==> config.mk <==
export PLATFORM = sky130hd
export DESIGN_NAME = regfile_mp
export DESIGN_NICKNAME = d
export VERILOG_FILES = /design/src/rtl/regfile_mp.sv
export SDC_FILE = /design/constraint.sdc
export NUM_CORES = 2
export LEC_CHECK = 0
export BUFFER_PORTS_ARGS = -buffer_cell sky130_fd_sc_hd__buf_2
export CORE_MARGIN = 2
export CORE_UTILIZATION = 55
export CTS_CLUSTER_SIZE = 12
export DETAILED_ROUTE_END_ITERATION = 12
export PLACE_DENSITY = 0.84
export SYNTH_ARGS = -nofsm -noshare
export SYNTH_HDL_FRONTEND = slang
export SYNTH_SLANG_ARGS = --single-unit
==> constraint.sdc <==
create_clock -name clk -period 4.8 [get_ports clk]
set_input_delay 0 -clock clk [delete_from_list [all_inputs] [get_ports clk]]
set_output_delay 0 -clock clk [all_outputs]
set_load 0.005 [all_outputs]
==> src/rtl/regfile_mp.sv <==
// Multi-port integer register file: N combinational read ports, M write ports with
// write-through forwarding, per-entry valid bits, bulk clear and a ready/valid dump streamer.
module regfile_mp #(
    parameter int              XLEN     = 32,
    parameter int              DEPTH    = 32,
    parameter int              NUM_RD   = 2,
    parameter int              NUM_WR   = 1,
    parameter int              ZERO_REG = 1,
    parameter int              SP_INDEX = 2,
    parameter logic [XLEN-1:0] SP_INIT  = 32'h02000000
) (
    input  logic                     clk,
    input  logic                     rst,
    input  logic [NUM_RD*$clog2(DEPTH)-1:0] rd_index,
    output logic [NUM_RD*XLEN-1:0]   rd_data,
    input  logic [NUM_WR-1:0]        wr_enable,
    input  logic [NUM_WR*$clog2(DEPTH)-1:0] wr_index,
    input  logic [NUM_WR*XLEN-1:0]   wr_data,
    input  logic                     clear,
    input  logic                     dump_start,
    output logic                     dump_busy,
    output logic                     dump_valid,
    input  logic                     dump_ready,
    output logic [$clog2(DEPTH)-1:0] dump_index,
    output logic [XLEN-1:0]          dump_data,
    output logic                     dump_last
);
    localparam int AW = $clog2(DEPTH);
    localparam logic [AW-1:0] LAST_IDX = AW'(DEPTH - 1);

    typedef enum logic {IDLE, BEAT} state_t;

    logic [XLEN-1:0] mem_q [DEPTH];
    logic [DEPTH-1:0] valid_q;
    state_t          state_q, state_d;
    logic [AW-1:0]   ptr_q, ptr_d;
    logic [XLEN-1:0] beat_q, beat_d;

    function automatic logic [XLEN-1:0] init_val(input logic [AW-1:0] idx);
        return (idx == AW'(SP_INDEX)) ? SP_INIT : '0;
    endfunction

    function automatic logic writable(input logic [AW-1:0] idx);
        return !(ZERO_REG != 0 && idx == '0);
    endfunction

    // Value any reader sees this cycle: stored/init value, overridden by a pending
    // clear, overridden by enabled writes (highest port last, so it wins).
    function automatic logic [XLEN-1:0] visible(input logic [AW-1:0] idx);
        logic [XLEN-1:0] v;
        v = valid_q[idx] ? mem_q[idx] : init_val(idx);
        if (clear) v = init_val(idx);
        for (int w = 0; w < NUM_WR; w++) begin
            if (wr_enable[w] && wr_index[w*AW +: AW] == idx) v = wr_data[w*XLEN +: XLEN];
        end
        if (!writable(idx)) v = '0;
        return v;
    endfunction

    always_comb begin
        rd_data = '0;
        for (int p = 0; p < NUM_RD; p++) begin
            rd_data[p*XLEN +: XLEN] = visible(rd_index[p*AW +: AW]);
        end
    end

    // Array contents carry no reset; the valid bits decide what is observable.
    always_ff @(posedge clk) begin
        for (int w = 0; w < NUM_WR; w++) begin
            if (wr_enable[w] && writable(wr_index[w*AW +: AW]))
                mem_q[wr_index[w*AW +: AW]] <= wr_data[w*XLEN +: XLEN];
        end
    end

    always_ff @(posedge clk or posedge rst) begin
        if (rst) begin
            valid_q <= '0;
        end else begin
            if (clear) valid_q <= '0;
            for (int w = 0; w < NUM_WR; w++) begin
                if (wr_enable[w] && writable(wr_index[w*AW +: AW]))
                    valid_q[wr_index[w*AW +: AW]] <= 1'b1;
            end
        end
    end

    always_ff @(posedge clk or posedge rst) begin
        if (rst) begin
            state_q <= IDLE;
            ptr_q   <= '0;
            beat_q  <= '0;
        end else begin
            state_q <= state_d;
            ptr_q   <= ptr_d;
            beat_q  <= beat_d;
        end
    end

    // Handshake: a beat transfers on a cycle where dump_valid && dump_ready; the beat
    // register is only reloaded on a transfer, so index/data hold while stalled.
    always_comb begin
        state_d = state_q;
        ptr_d   = ptr_q;
        beat_d  = beat_q;
        case (state_q)
            IDLE: begin
                if (dump_start) begin
                    state_d = BEAT;
                    ptr_d   = '0;
                    beat_d  = visible('0);
                end
            end
            BEAT: begin
                if (dump_ready) begin
                    if (ptr_q == LAST_IDX) begin
                        state_d = IDLE;
                        ptr_d   = '0;
                        beat_d  = '0;
                    end else begin
                        ptr_d  = ptr_q + 1'b1;
                        beat_d = visible(ptr_q + 1'b1);
                    end
                end
            end
            default: state_d = IDLE;
        endcase
    end

    assign dump_busy  = (state_q == BEAT);
    assign dump_valid = (state_q == BEAT);
    assign dump_last  = (state_q == BEAT) && (ptr_q == LAST_IDX);
    assign dump_index = ptr_q;
    assign dump_data  = beat_q;

endmodule
==> reports/summary.txt <==
outcome = finished, final reports clean
Finished Layout Cells = 4,558
Die H = 332 um
IO Port Bufs = 156
Layout Nets = 3,114
Fin. Hold Viols = 0
simple-gate area share of the yosys netlist = 1.54%
Clock Tree Buf Depth = 3
largest net degree at the start of global routing = 128
TritonCTS Sinks = 1,094
Startpoint Class = register
synth-to-layout area growth = 10.8%
post-DP HPWL = 103,000 um
via/cell ratio = 8.18
EDFF count, synth = 1,024
io pins = 157
post-synthesis compound-gate area fraction = 2.05%
H-tree levels = 3
Crit. End Element = register
Min Clock Period, post-route = 3.97 ns
slowest stage cell on the critical path = or4_4
Yosys reg bits = 1,094
Post-CTS Hold Buffers = 44
Worst path most repeated cell = ha_1
RSZ-0062 raised after global routing = false
Fin Setup TNS = 0 ns
f_max = 252 MHz
WL/cell = 41.9 um
clock skew = 0.0412 ns
# rows = 120
proportion of layout cells with a drive suffix above 1 = 44.8%
die width = 332 um
DR pass1 iterations = 8
initial DRC count = 6,551
crit-path max FO = 31
Setup Viol. Count Final = 0
syn_area_per_cell = 20.5 um^2
largest family of logic cells by synthesized area = multiplexers
most instantiated cells after synthesis = edfxtp_1, mux4_2, buf_2
CTS buffer count = 112
worst vdd rail ir drop = 570 uV
Max-Slew Margin vs Limit = 11.8%
vias in the first global route = 38,100
most common cell in the synthesized netlist = edfxtp_1
HP Class = input port to register
worst skew pair latency = 0.73 ns
Antenna Nets Post-Route = 0
Post-CTS Setup Bufs = 0
P per Cell Area = 396 nW/um^2
Synth area leaders = edfxtp_1, mux4_2, dfrtp_1, mux2i_1, buf_2
WP data arrival = 4.57 ns
post_cts resized = 0
placer congestion estimate = 0.874
Worst EP required = 5.40 ns
mapped cell area = 59,300 um^2
Post-Synth XOR/XNOR Area = 0.291%
total track usage = 34.9%
leak pwr = 21.4 nW
top cell type's share of synthesized area = 51.9%
CP cell instances = ha_1 > and3_1 > ha_1 > clkinv_2 > a31oi_1 > nand2_1 > or4_4 > o21ai_1
Worst Tran Pin Value = 1.32 ns
placed cells = 4,302
Post-Route WL = 191,000 um
Cells after Synth = 2,894
CP peak stage delay = 0.91 ns
die area = 110,000 um^2
register area share after synthesis = 54.8%
crit path kind = register to register
initial antenna violation count = 6
CTS tree = yes
DRC errors left = 0
Clk pin slew, worst setup/hold paths = 0.06 ns
mux cell area share after synthesis = 38.9%
Distinct cells, synth = 51
Max Slew Vio Count = 0
Initial Utilization = 55.4%
Final Cycle Share = 82.7%
yosys warns = 0
Synth area leader = edfxtp_1
Synth Area in Adders = 0.0844%
core area = 107,000 um^2
Max-Cap Viols = 0
ys flop type = edfxtp_1
share of flip-flops with an asynchronous set or reset = 6.40%
worst hold slack = 0.0369 ns
routed vias = 37,300
first-pass GRT wire length = 275,000 um
grt total ovfl = 0
CTS root buf = clkbuf_16
## state kept, by name, summed over array words and instances, names as in the netlist
register,cells
dump_data,32
dump_index,5
mem_q,1024
valid_q,32
dump_busy,1
## routing by layer
metal  share of wire, %  global-route usage (%)  vias up  routed length, um
li1                   -                       -    13200                  -
met1                 30                    42.6    19100              56400
met2                 47                    53.6     3990              89400
met3                 15                    11.6      979              29400
met4                8.2                    23.1        8              15600
met5              0.027                       0        -                 52
## cell type report
class | count | area (um^2)
diodes | 5 | 12.5
clock inverters | 31 | 317
well taps | 1403 | 1760
multi-input cells | 1541 | 25800
flip-flops and latches | 1094 | 32500
fillers | 6981 | 41400
clock buffers | 176 | 3190
inverters | 17 | 67.6
repair buffers | 291 | 2030
## per-stage QoR
step                      utilization [%]  area [um^2]  setup slack, ns  total power, mW
after floorplan                         -        59400            0.485             15.5
after global placement               57.7        61700             1.07             17.3
after detailed placement             57.7        61700            0.962             17.4
after CTS                            61.4        65700            0.913             25.9
after global routing                 61.4        65700            0.712             26.6
final                                61.4        65700            0.831             26.0
## report_power, final
group	switching (mW)	internal, mW
Combinational	3.38	3.13
Sequential	0.302	10.7
Clock	3.75	4.77
Total	7.43	18.6
## worst max-delay path, delay by kind of cell, from the launching register on
kind | cells | cell delay (ns)
flops | 1 | 0.69
fa+ha+maj | 2 | 0.76
simple gates | 3 | 1.24
buf+inv | 1 | 0.45
compound gates | 2 | 0.69
## worst paths after layout
path                                    start       endpoint  slack, ns  cells after the start
worst max register to register  dump_index[0]   dump_data[3]       0.83                      8
min in group asynchronous                 rst   dump_data[8]       0.54                      4
max in group asynchronous                 rst  dump_index[0]       3.10                      5
worst min-delay path                wr_enable  mem_q[19][28]       0.04                      3
worst max-delay path            dump_index[0]   dump_data[3]       0.83                      8
worst min register to register    valid_q[10]    valid_q[10]       0.54                      1
## cells in the final DEF, fill, tap and decap left out, drive strengths merged, types with 41 or more instances in the layout
master,n
edfxtp,1024
o21ai,101
mux4,965
clkbuf,176
mux2i,127
buf,247
dlygate4sd3,44
dfrtp,70
nor2,41
nand2,92
## logic make-up (layout without fill, tap and decap cells)
logic type / after synthesis / after routing
AO/OA/AOI/OAI: 195 / 195
XOR/XNOR: 18 / 18
adder cells (fa/ha/maj): 4 / 4
buffers and inverters: 290 / 515
flip-flops: 1094 / 1094
multiplexers: 1095 / 1095
other: 1 / 37
AND/OR/NAND/NOR: 197 / 197
No activity file was read; power rests on OpenSTA's default activity.
